## src/rtl/matrix_fetch_pkg.sv

```systemverilog
// Shared types and constants for the matrix row fetch path (BRAM wrapper,
// fetch controller and downstream matrix buffer).
package matrix_fetch_pkg;

   typedef enum logic [2:0] {
      IDLE,
      ISSUE,
      WAIT_DATA,
      PRESENT,
      DONE
   } fetch_state_e;

   localparam int ROW_IDX_W   = 4;
   localparam int MF_NUM_ROWS = 8;
   localparam int MF_DATA_W   = 64;

endpackage

```

## src/rtl/matrix_fetch_ctrl.sv

```systemverilog
// Fetches NUM_ROWS consecutive matrix rows over Avalon-MM, one read in flight,
// and streams each row out on a valid/ready port. Optional watchdog: FETCH_TIMEOUT_EN.
module matrix_fetch_ctrl
   import matrix_fetch_pkg::*;
#(
   parameter int                NUM_ROWS    = MF_NUM_ROWS,
   parameter int                DATA_W      = MF_DATA_W,
   parameter int                ADDR_W      = 32,
   parameter logic [ADDR_W-1:0] BASE_ADDR   = '0,
   parameter int                TIMEOUT_CYC = 64
) (
   input  logic                 clk,
   input  logic                 reset_n,
   input  logic                 start,
   output logic                 busy,
   output logic                 done,
   output logic                 error,
   output logic [ADDR_W-1:0]    avm_address,
   output logic                 avm_read,
   input  logic [DATA_W-1:0]    avm_readdata,
   input  logic                 avm_readdatavalid,
   input  logic                 avm_waitrequest,
   output logic [DATA_W-1:0]    row_data,
   output logic [ROW_IDX_W-1:0] row_idx,
   output logic                 row_valid,
   input  logic                 row_ready
);

   if (NUM_ROWS < 1 || NUM_ROWS > 16 || TIMEOUT_CYC < 1) begin : g_bad_param
      $error("matrix_fetch_ctrl: NUM_ROWS must be 1..16 and TIMEOUT_CYC >= 1");
   end

   fetch_state_e          state_q, state_d;
   logic [ROW_IDX_W-1:0]  row_q, row_d;
   logic                  busy_q, busy_d;
   logic                  done_q, done_d;
   logic [ADDR_W-1:0]     avm_address_q, avm_address_d;
   logic                  avm_read_q, avm_read_d;
   logic [DATA_W-1:0]     row_data_q, row_data_d;
   logic [ROW_IDX_W-1:0]  row_idx_q, row_idx_d;
   logic                  row_valid_q, row_valid_d;

`ifdef FETCH_TIMEOUT_EN
   localparam int TMO_W = $clog2(TIMEOUT_CYC + 1);
   logic [TMO_W-1:0] tmo_q, tmo_d;
   logic             error_q, error_d;
`endif

   always_comb begin
      state_d       = state_q;
      row_d         = row_q;
      busy_d        = busy_q;
      done_d        = 1'b0;
      avm_address_d = avm_address_q;
      avm_read_d    = 1'b0;
      row_data_d    = row_data_q;
      row_idx_d     = row_idx_q;
      row_valid_d   = row_valid_q;
`ifdef FETCH_TIMEOUT_EN
      tmo_d         = tmo_q;
      error_d       = error_q;
`endif
      case (state_q)
         IDLE: begin
            if (start) begin
               busy_d  = 1'b1;
               row_d   = '0;
               state_d = ISSUE;
`ifdef FETCH_TIMEOUT_EN
               error_d = 1'b0;
`endif
            end
         end
         ISSUE: begin
            // Leaving ISSUE in the same cycle the request is launched keeps
            // the read strobe to a single cycle whatever waitrequest does next.
            if (!avm_waitrequest) begin
               avm_read_d    = 1'b1;
               avm_address_d = BASE_ADDR + ADDR_W'(row_q);
               state_d       = WAIT_DATA;
`ifdef FETCH_TIMEOUT_EN
               tmo_d         = '0;
`endif
            end
         end
         WAIT_DATA: begin
            if (avm_readdatavalid) begin
               row_data_d  = avm_readdata;
               row_idx_d   = row_q;
               row_valid_d = 1'b1;
               state_d     = PRESENT;
            end
`ifdef FETCH_TIMEOUT_EN
            else if (tmo_q == TMO_W'(TIMEOUT_CYC - 1)) begin
               error_d = 1'b1;
               state_d = DONE;
            end else begin
               tmo_d = tmo_q + 1'b1;
            end
`endif
         end
         PRESENT: begin
            if (row_ready) begin
               row_valid_d = 1'b0;
               if (row_q == ROW_IDX_W'(NUM_ROWS - 1)) begin
                  state_d = DONE;
               end else begin
                  row_d   = row_q + 1'b1;
                  state_d = ISSUE;
               end
            end
         end
         DONE: begin
            done_d  = 1'b1;
            busy_d  = 1'b0;
            state_d = IDLE;
         end
         default: state_d = IDLE;
      endcase
   end

   always_ff @(posedge clk or negedge reset_n) begin
      if (!reset_n) begin
         state_q       <= IDLE;
         row_q         <= '0;
         busy_q        <= 1'b0;
         done_q        <= 1'b0;
         avm_address_q <= '0;
         avm_read_q    <= 1'b0;
         row_data_q    <= '0;
         row_idx_q     <= '0;
         row_valid_q   <= 1'b0;
`ifdef FETCH_TIMEOUT_EN
         tmo_q         <= '0;
         error_q       <= 1'b0;
`endif
      end else begin
         state_q       <= state_d;
         row_q         <= row_d;
         busy_q        <= busy_d;
         done_q        <= done_d;
         avm_address_q <= avm_address_d;
         avm_read_q    <= avm_read_d;
         row_data_q    <= row_data_d;
         row_idx_q     <= row_idx_d;
         row_valid_q   <= row_valid_d;
`ifdef FETCH_TIMEOUT_EN
         tmo_q         <= tmo_d;
         error_q       <= error_d;
`endif
      end
   end

   assign busy        = busy_q;
   assign done        = done_q;
   assign avm_address = avm_address_q;
   assign avm_read    = avm_read_q;
   assign row_data    = row_data_q;
   assign row_idx     = row_idx_q;
   assign row_valid   = row_valid_q;
`ifdef FETCH_TIMEOUT_EN
   assign error       = error_q;
`else
   assign error       = 1'b0;
`endif

endmodule

```

## config.mk

```make
export PLATFORM = sky130hd
export DESIGN_NAME = matrix_fetch_ctrl
export DESIGN_NICKNAME = d
export VERILOG_FILES = /design/src/rtl/matrix_fetch_pkg.sv /design/src/rtl/matrix_fetch_ctrl.sv
export SDC_FILE = /design/constraint.sdc
export NUM_CORES = 1
export LEC_CHECK = 0
export ABC_AREA = 1
export BUFFER_PORTS_ARGS = -buffer_cell sky130_fd_sc_hd__buf_2
export CAP_MARGIN = 20
export CORE_MARGIN = 4
export CORE_UTILIZATION = 29
export DETAILED_ROUTE_END_ITERATION = 16
export SYNTH_ARGS = -nofsm -noshare
export SYNTH_HDL_FRONTEND = slang
export SYNTH_SLANG_ARGS = --single-unit
```

## constraint.sdc

```tcl
create_clock -name clk -period 3.1 [get_ports clk]
set_clock_uncertainty 0.1 [all_clocks]
set_input_delay 0.31 -clock clk [delete_from_list [all_inputs] [get_ports clk]]
set_output_delay 0.31 -clock clk [all_outputs]
set_load 0.05 [all_outputs]
```

# Yosys cells after proc, flatten, opt, wreduce, memory -nomap -nowiden
# Index checks and enable logic that the tools add are counted.
[word_totals] output_inout_bits=105 inputBits=70 register_bits=83
[classes] reduce_logical=10 bitwise=1 mux=18 n_eq_ne=10 add_sub_neg=1
[ops] operator="$mux W3" n=5
[ops] operator="$mux W4" n=3
[ops] operator="$pmux W3 S4" n=1
[ops] operator="$ne A2 B2 Y1 const B" n=5
[ops] operator="$pmux W4 S2" n=1
[ops] operator="$reduce_and A4 Y1" n=2
[ops] operator="$eq A3 B2 Y1 const B" n=2
[ops] operator="$mux W1" n=6
[ops] operator="$reduce_and A2 Y1" n=3
[ops] operator="$reduce_bool A2 Y1" n=3
[ops] operator="$add A4 B1 Y4 const B" n=1
[ops] operator="$eq A4 B3 Y1 const B" n=1
[ops] operator="$pmux W1 S2" n=2
[ops] operator="$eq A3 B1 Y1 const B" n=1
[ops] operator="$eq A3 B3 Y1 const B" n=1
[ops] operator="$logic_not A3 Y1" n=1
[ops] operator="$reduce_and A3 Y1" n=1
[ops] operator="$not A1 Y1" n=1

# Depth between registers and ports, before layout
# Gate-level depths: netlist (run 1).
[depth] ltp_word=4 ltp_mapped=9

# Least setup slack after synthesis (run 1)
# No wires, ideal clock.
[synth_timing] path_kind="register -> register" startpoint="reg state_q[0]" endpoint="reg row_data_q[10], in the netlist row_data[10]" t_arrival_ps=1155 setup_ps=122 slack_ps=1723 period_less_slack_ps=1377 path_stages_with_launch=8 cell_sequence="dfrtp_1 nor2_2 nand3_2 buf_6 buf_6 buf_6 nand2_1 o21ai_1"
[synth_via] elab_chain_len=2
[synth_rtl] element="from (decl)" line_no="matrix_fetch_ctrl.sv:33" source="fetch_state_e state_q, state_d;"
[synth_rtl] element="from (signal assigned)" line_no="matrix_fetch_ctrl.sv:138" source="state_q <= state_d;"
[synth_rtl] element="$eq A3 B2 Y1" line_no="matrix_fetch_ctrl.sv:63" source="case (state_q)"
[synth_rtl] element="$reduce_and A2 Y1 (no line)"
[synth_rtl] element="to (signal assigned)" line_no="matrix_fetch_ctrl.sv:144" source="row_data_q <= row_data_d;"
[synth_rtl] element="to (decl)" line_no="matrix_fetch_ctrl.sv:39" source="logic [DATA_W-1:0] row_data_q, row_data_d;"
# Every way passes these cells.
# A chain may end at the register's enable or synchronous reset.

# Worst setup path in the final report (run 1)
[layout_timing] startpoint="reg state_q[0]" endpoint="reg row_data_q[46], in the netlist row_data[46]"
# Same word-level chain as after synthesis.

==> flow_summary.ini, run 1 <==
[outcome]
status = finished clean

[critical_path]
cp.arrival_ps = 2060
critPathLaunchType = flip-flop
critPathKind = reg -> reg
crit_start = state_q[0]
crit_end = row_data[46]
r2r_start = state_q[0]
timing.rr.end = row_data[46]
r2r_slack_ps = 1140
worstPathMaxFanout = 84
cpPeakStageDelay_ps = 450
worst_r2r_path_depth = 5
crit_path_cell_trace = nor2_2, nand3_4, buf_12, nand2_1, o21ai_0
slowest_stage = dfrtp_1
end_kind = flip-flop
required_ps = 3210

[sta]
worst_slew_pin_slew_ps = 542.7
slew_headroom = 0.6382
timing_hold_violations_final = 0
setup_viol_count_final = 0
fin_crit_sh = 0.6314
drv_slew = 0
rsz0062_at_grt = false
fmax_mhz = 510.9
fin_ws_ps = 1143
layout_min_cycle_time_ps = 1957
finalSetupTns_ps = 0

[floorplan]
die_h_um = 119.3
dieArea_um2 = 14240
coreArea_um2 = 12060
ios = 175
initial_core_util = 0.2980
die_width_um = 119.3
row_count = 40

[detailed_routing]
drt_first_pass_iters = 4
drtIter0Drc = 139
vias_per_cell = 4.007
drc_errors = 0
post_drt_wl_per_cell_um = 11.49
detail-route-antenna-nets = 0
vias = 2885
routed_wl_um = 8276

[finish]
drive_gt1_frac = 0.3043
num-fill-cells = 1246
antenna_cells = 0
num-nets-final = 620
fin_util = 0.3878
final_cell_area_um2 = 4677
seq_area_um2 = 2077
synthToLayoutAreaGrowth_pct = 30.11
multi_input_area_um2 = 1025

[synth]
netlist_area_um2 = 3595
yosysSeqAreaShare = 0.5778
yosysUniqueCellTypes = 24
syn_avg_cell_area_um2 = 8.854
netlist_instances = 406
yosysWarnings = 0
synth-seq-cells = 83

[cts]
cts_root_buf = clkbuf_16
clk-insertion-delay-late_ps = 330
cts_tree = built
cts_made_buffers = 9
cts_htree_levels = 3
cts_buffer_depth = 2
clock_sinks = 83
ctsResizeCount = 0
cts.clk_slew.worst_paths_ps = 60

[global_route]
antenna_found_initial = 0
grt_overflow_total = 0
grt_start_max_net_pins = 85
grt_pass1_wl_um = 13180
grt_use_total = 0.1159
grt_pass1_vias = 2711

[place]
post_dp_cell_area_um2 = 4345
place_ws_ps = 1143
gp_congestion = 0.8066
port_buffers = 145
dp_hpwl_um = 6087

[min_path]
hold_class = in -> reg

[pwr]
power.density_nw_per_um2 = 1224
peakVddDrop_mv = 0.4076
leakage_nw = 2.729

[flow_run]
drv_cap = 0
metal layers:
metal / track usage / routed length (um)
met2: 0.1893 / 4162
met1: 0.1370 / 3396
met5: 0 / 0
met4: 0.06013 / 176
met3: 0.03609 / 541
cells by family (layout without fill, tap and decap cells):
group	count (synthesis)	after routing	synth area share
buf+inv	120	238	0.1685
fa+ha+maj	1	1	0.003480
flops	83	83	0.5778
compound gates	74	74	0.1037
simple gates	127	127	0.1455
other cells	1	29	0.001043
state kept, by name, summed over array words and instances, names as in the netlist:
name / flops
avm_address: 4
avm_read: 1
busy: 1
done: 1
row_data: 64
row_idx: 4
row_q: 4
row_valid: 1
state_q: 3
worst min path at each step:
stage	to	slack [ps]	cells after the start	start
floorplan	avm_address[0]	-90	0	reset_n
global route	row_data[15]	100	3	avm_readdata[15]
global placement	row_data[51]	360	2	row_data[51]
CTS	row_valid	80	2	row_ready
detailed placement	row_data[51]	370	2	row_data[51]
finish	row_valid	90	2	row_ready
stage by stage:
step	hold slack [ps]	power [mW]	instances
global placement	363.2	4.639	704
floorplan	-85.59	4.032	434
CTS	79.62	5.804	718
global route	101.5	6.080	720
detailed placement	369.6	4.693	704
finish	92.35	5.726	720
timing repair:
action                    in CTS  in global routing
hold endpoints to repair       0                 40
hold buffers                   0                  1
setup buffers                  0                  0
layout make-up:
type	count	share of cell area
Multi-Input combinational cell	231	0.2191
Clock inverter	2	0.007491
Sequential cell	83	0.4441
Timing Repair Buffer	148	0.1664
Clock buffer	12	0.05698
Inverter	76	0.06100
Tap cell	168	0.04494
worst max-delay path, delay by kind of cell (launching register included):
kind,cells,cell delay [ps]
buf+inv,1,390
compound gates,1,70
flops,1,450
simple gates,3,750
cell usage in the layout, fill, tap and decap left out, types with 5 or more instances in the layout:
master	count
nand2_1	94
buf_2	144
conb_1	29
o21ai_1	30
nand3_1	10
clkbuf_16	9
a21oi_1	5
dfrtp_1	83
nor2_1	10
o21ai_0	38
inv_1	74
power by group:
part	internal, mW	switching (mW)	leakage [nW]
Clock	0.679	0.401	0.151
Sequential	1.53	0.250	1.05
Combinational	0.604	2.26	1.53
cells in the mapped netlist:
cell / instances / share of area
buf_2: 6 / 0.0084
nand3_1: 10 / 0.014
clkbuf_2: 1 / 0.0014
nand3b_1: 1 / 0.0021
nand3_2: 1 / 0.0028
buf_6: 5 / 0.016
dfrtp_1: 83 / 0.58
clkbuf_1: 3 / 0.0031
a22oi_1: 1 / 0.0021
nor3_1: 3 / 0.0042
buf_4: 29 / 0.061
nor2_1: 10 / 0.010
o21ai_1: 30 / 0.042
nand2_1: 94 / 0.098
inv_2: 2 / 0.0021
nand2_2: 1 / 0.0017
inv_1: 74 / 0.077
ha_1: 1 / 0.0035
o21ai_0: 38 / 0.053
nand4_1: 2 / 0.0035
conb_1: 1 / 0.0010
a21oi_1: 5 / 0.0070
and2_1: 2 / 0.0035
nor2_2: 3 / 0.0052
Power figures use the tool's default switching activity.
==> run 2, diff against run 1 <==
clock period = 1.8 ns   (was 3.1 ns; I/O delays follow)
==> run 2 against run 1 <==
- total power grew 71%
- combinational power grew 77%
- flip-flop and latch count is the same
- cell count grew 8.1%
- critical endpoint is now row_data[42]
- hold slack lost 81 ps
- clock power grew 54%
- sequential share of layout area shrank 4.7 points
==> flow_summary.ini, run 2 (synthesis results as in run 1) <==
[outcome]
status = finished clean

[sta]
timing_hold_violations_final = 0
drv_slew = 0
layout_min_cycle_time_ps = 1517
rsz0062_at_grt = false
fin_crit_sh = 0.8428
setup_viol_count_final = 0
finalSetupTns_ps = 0
fmax_mhz = 659.2
fin_ws_ps = 283.0

[cts]
cts_setup_buffers = 0
cts_made_buffers = 9
cts_buffer_depth = 2
cts_tree = built
cts_htree_levels = 3
ctsHoldBuffers = 56
cts.clk_slew.worst_paths_ps = 60
cts_root_buf = clkbuf_16
clk-insertion-delay-late_ps = 330
clock_sinks = 83
ctsResizeCount = 0

[floorplan]
dieArea_um2 = 14240
initial_core_util = 0.2980
die_h_um = 119.3
ios = 175
coreArea_um2 = 12060
row_count = 40
die_width_um = 119.3

[critical_path]
critPathLaunchType = flip-flop
end_kind = flip-flop
cp.arrival_ps = 1620
critPathKind = reg -> reg
worstPathMaxFanout = 80
worst_r2r_path_depth = 6
required_ps = 1900

[pwr]
p_sw_mw = 5.044
p_int_mw = 4.767
sw_frac_of_total = 0.5141
p_clk_frac = 0.170
total_power_mw = 9.811
peakVddDrop_mv = 0.6377
leakage_nw = 2.966
power.density_nw_per_um2 = 1876
p_comb_frac = 0.516
seq_power_share = 0.315

[finish]
synthToLayoutAreaGrowth_pct = 45.46
final_common_cell = buf_2
antenna_cells = 0
mostFrequentLayoutCells = buf_2 (144), nand2_1 (94), dfrtp_1 (83)
fin_util = 0.4335
largest_reg_flops = 64
drive_gt1_frac = 0.2803
num-nets-final = 678

[min_path]
min_delay_path_depth = 3
hold_class = in -> reg

[global_route]
grt_start_max_net_pins = 81
grt_overflow_total = 0
grt_use_total = 0.1280
antenna_found_initial = 0
grt_pass1_wl_um = 14900
grt_pass1_vias = 3141

[detailed_routing]
vias_per_cell = 3.987
drc_errors = 0
drt_first_pass_iters = 4
detail-route-antenna-nets = 0
post_drt_wl_per_cell_um = 11.61
drtIter0Drc = 158
routed_wl_um = 9034
vias = 3102

[place]
place_ws_ps = 300.5
gp_congestion = 0.7955
port_buffers = 145
dp_hpwl_um = 6362

[flow_run]
drv_cap = 0
run 2: layout make-up:
class | instances | area [um2]
Clock inverter | 3 | 15.01
Fill cell | 1197 | 6833
Tap cell | 168 | 210.2
Timing Repair Buffer | 206 | 1364
Clock buffer | 11 | 252.7
Sequential cell | 83 | 2077
Inverter | 76 | 285.3
Multi-Input combinational cell | 231 | 1025
run 2: per-stage QoR:
| stage | hold slack, ps | std cells | instance area [um2] |
|---|---|---|---|
| 4_1_cts | 0.2173 | 778 | 5229 |
| 2_1_floorplan | -215.6 | 434 | 3700 |
| 5_1_grt | 13.59 | 778 | 5229 |
| 3_3_place_gp | 63.30 | 708 | 4400 |
| 3_5_place_dp | 73.34 | 708 | 4400 |
| 6_report | 11.83 | 778 | 5229 |
run 2: critical path: stages, from the launching register on:
cell,delay [ps]
dfrtp_1,440
inv_2,70
nor2_2,160
nand3_4,170
buf_12,230
nand2_1,100
o21ai_0,80
run 2: path summary, 6_finish.rpt:
| kind | start | end | slack [ps] |
|---|---|---|---|
| worst max register to register | state_q[1] | row_data[42] | 280 |
| worst min register to register | row_data[55] | row_data[55] | 380 |
| worst max-delay path | state_q[1] | row_data[42] | 280 |
| min in group asynchronous | reset_n | row_data[24] | 260 |
| max in group asynchronous | reset_n | row_data[39] | 770 |
| worst min-delay path | avm_readdata[30] | row_data[30] | 10 |
run 2: per-layer routing:
layer / part of all wire / track usage
met5: 0 / 0
met4: 0.024 / 0.05655
met1: 0.39 / 0.1436
met2: 0.51 / 0.2247
met3: 0.069 / 0.03751
run 2: power groups by stage:
stage	clock [mW]	sequential, mW	combinational, mW
final	1.66	3.09	5.06
after global routing	1.82	3.19	5.41
after CTS	1.73	3.10	5.10
after detailed placement	0	3.12	5.01
after global placement	0	3.10	4.94
after floorplan	0	5.63	1.32
==> run 3, diff against run 2 <==
ABC_AREA = 0   (was 1)
clock period = 1.4 ns   (was 1.8 ns; I/O delays follow)
==> run 3 against run 2 <==
- the flow now finishes with violations (negative setup slack)
- total power is 50% higher
- cell count is 20% lower
- largest cell class unchanged
- first-iteration DRC count is 38% lower
- area after synthesis is 4.0% lower
- register-to-register slack worse by 460 ps
- fmax is 3.6% lower
- critical path type unchanged
- die area is 3.8% lower
- global-route usage is 0.17 points lower
- wire length is 0.59% higher
- cell area is 8.6% higher
==> flow_summary.ini, run 3 <==
[outcome]
status = finished, violations left
violations = negative setup slack

[synth]
synth-seq-cells = 83
syn_avg_cell_area_um2 = 14.80
synth_most_common_cell = dfrtp_1
synth_largest_area_cell = dfrtp_1
netlist_instances = 233
yosys.area_share.adder = 0.003627
synth_compound_area_frac = 0.01560
synth_ff_type = dfrtp_1
synth_simple_gate_area_frac = 0.05005
netlist_area_um2 = 3450
synth_top_area_share = 0.6021
yosysWarnings = 0
synth-edff-count = 0
yosys-top-cells-area = dfrtp_1 (60%), mux2_2 (21%), buf_4 (7.4%), mux2_1 (2.9%), nor4b_4 (0.69%)
yosysSeqAreaShare = 0.6021
synth.area.mux_share = 0.2408
async_reset_ff_frac = 1.000
synth-xor-area-share = 0
yosysUniqueCellTypes = 31
yosys-top-cells-count = dfrtp_1 (83), mux2_2 (63), buf_4 (34), mux2_1 (9), nor2_1 (5)
synth_top_family_by_area = multiplexers

[cts]
cts_root_buf = clkbuf_16
clk-insertion-delay-late_ps = 330
cts.clk_slew.worst_paths_ps = 60
clock_sinks = 83
cts_htree_levels = 3
cts_buffer_depth = 2
cts_made_buffers = 9
cts_tree = built

[finish]
largest_reg_flops = 64
drive_gt1_frac = 0.5681
synthToLayoutAreaGrowth_pct = 64.67
num-nets-final = 543
final_cell_area_um2 = 5680
mostFrequentLayoutCells = buf_2 (144), dfrtp_1 (81), dlygate4sd3_1 (66)
antenna_cells = 0
final_common_cell = buf_2

[sta]
finalSetupTns_ps = -9453
rsz0062_at_grt = true
fin_ws_ps = -174.0
drv_slew = 0
timing_hold_violations_final = 0
fmax_mhz = 635.3
layout_min_cycle_time_ps = 1574
fin_crit_sh = 1.124
setup_viol_count_final = 76

[global_route]
grt_overflow_total = 0
grt_start_max_net_pins = 38
grt_pass1_vias = 2671
grt_pass1_wl_um = 13200
antenna_found_initial = 0
grt_use_total = 0.1263

[critical_path]
r2r_start = state_q[2]
critPathLaunchType = flip-flop
worstPathMaxFanout = 12
critPathKind = reg -> reg
r2r_slack_ps = -170
end_kind = flip-flop
cp.arrival_ps = 1700
worst_r2r_path_depth = 4
timing.rr.end = row_data[47]
required_ps = 1520

[floorplan]
ios = 175
die_h_um = 117.1
row_count = 39
initial_core_util = 0.2995
dieArea_um2 = 13700
die_width_um = 117.1
coreArea_um2 = 11520

[detailed_routing]
routed_wl_um = 9087
post_drt_wl_per_cell_um = 14.66
drc_errors = 0
vias = 2652
vias_per_cell = 4.277
drtIter0Drc = 98
drt_first_pass_iters = 4
detail-route-antenna-nets = 0

[flow_run]
drv_cap = 0

[min_path]
hold_end = row_q[3]
hold_class = in -> reg
min_delay_path_depth = 3
worstHoldStart = row_ready

[place]
dp_hpwl_um = 5673
gp_congestion = 0.7358
port_buffers = 145
post_dp_cell_area_um2 = 4412

[pwr]
peakVddDrop_mv = 1.289
power.density_nw_per_um2 = 2594
leakage_nw = 2.828
[run 3: kinds of logic after synthesis]
logic type | Yosys count
flops | 83
fa+ha+maj | 1
compound gates | 8
buf+inv | 41
other cells | 1
simple gates | 25
mux | 74
[run 3: worst max path at each step]
stage,startpoint,to
finish,state_q[2],row_data[47]
global route,state_q[2],row_data[61]
CTS,state_q[1],row_data[63]
detailed placement,state_q[2],row_data[63]
global placement,state_q[2],row_data[59]
floorplan,state_q[2],row_data[24]
[run 3: layout make-up]
type | instances | area, um2
Fill cell | 990 | 5836
Tap cell | 143 | 178.9
Timing Repair Buffer | 238 | 1732
Clock inverter | 6 | 32.53
Clock buffer | 10 | 229.0
Sequential cell | 83 | 2079
Inverter | 3 | 11.26
Multi-Input combinational cell | 137 | 1418
[run 3: timing repair]
action,in CTS,in global routing
endpoints found under the hold margin,148,0
pin swaps,5,2
gates resized for setup,23,47
setup endpoints to repair,76,79
hold buffers,66,0
cloned,1,2
buffers inserted,6,0
[run 3: metrics by stage]
step	hold slack [ps]	instances	utilization	power (mW)	setup slack (ps)
global route	74.18	620	0.4933	15.51	-237.1
detailed placement	-43.50	531	0.3831	11.77	-238.2
global placement	-52.64	531	0.3831	11.66	-187.2
floorplan	-255.6	261	-	10.04	-166.0
CTS	48.86	620	0.4781	14.37	-168.2
finish	70.42	620	0.4933	14.73	-174.0
[run 3: report_power, final]
group	switching (mW)	internal, mW	total (mW)
registers	0.632	3.56	4.20
logic	5.50	2.94	8.44
clock network	0.916	1.18	2.10
total	7.05	7.68	14.7
[run 3: layer usage]
| metal | vias up | part of all wire | global-route usage | wire length [um] |
|---|---|---|---|---|
| li1 | 1233 | - | - | - |
| met1 | 1291 | 0.43 | 0.1553 | 3936 |
| met2 | 117 | 0.48 | 0.2033 | 4327 |
| met3 | 11 | 0.073 | 0.03856 | 666 |
| met4 | 0 | 0.017 | 0.05963 | 157 |
| met5 | - | 0 | 0 | 0 |
[run 3: worst max-delay path, stage by stage, from the launching register on]
cell and delay [ps]:
dfrtp_2 440, nor3_4 230, buf_6 180, buf_12 170
mux2_2 340
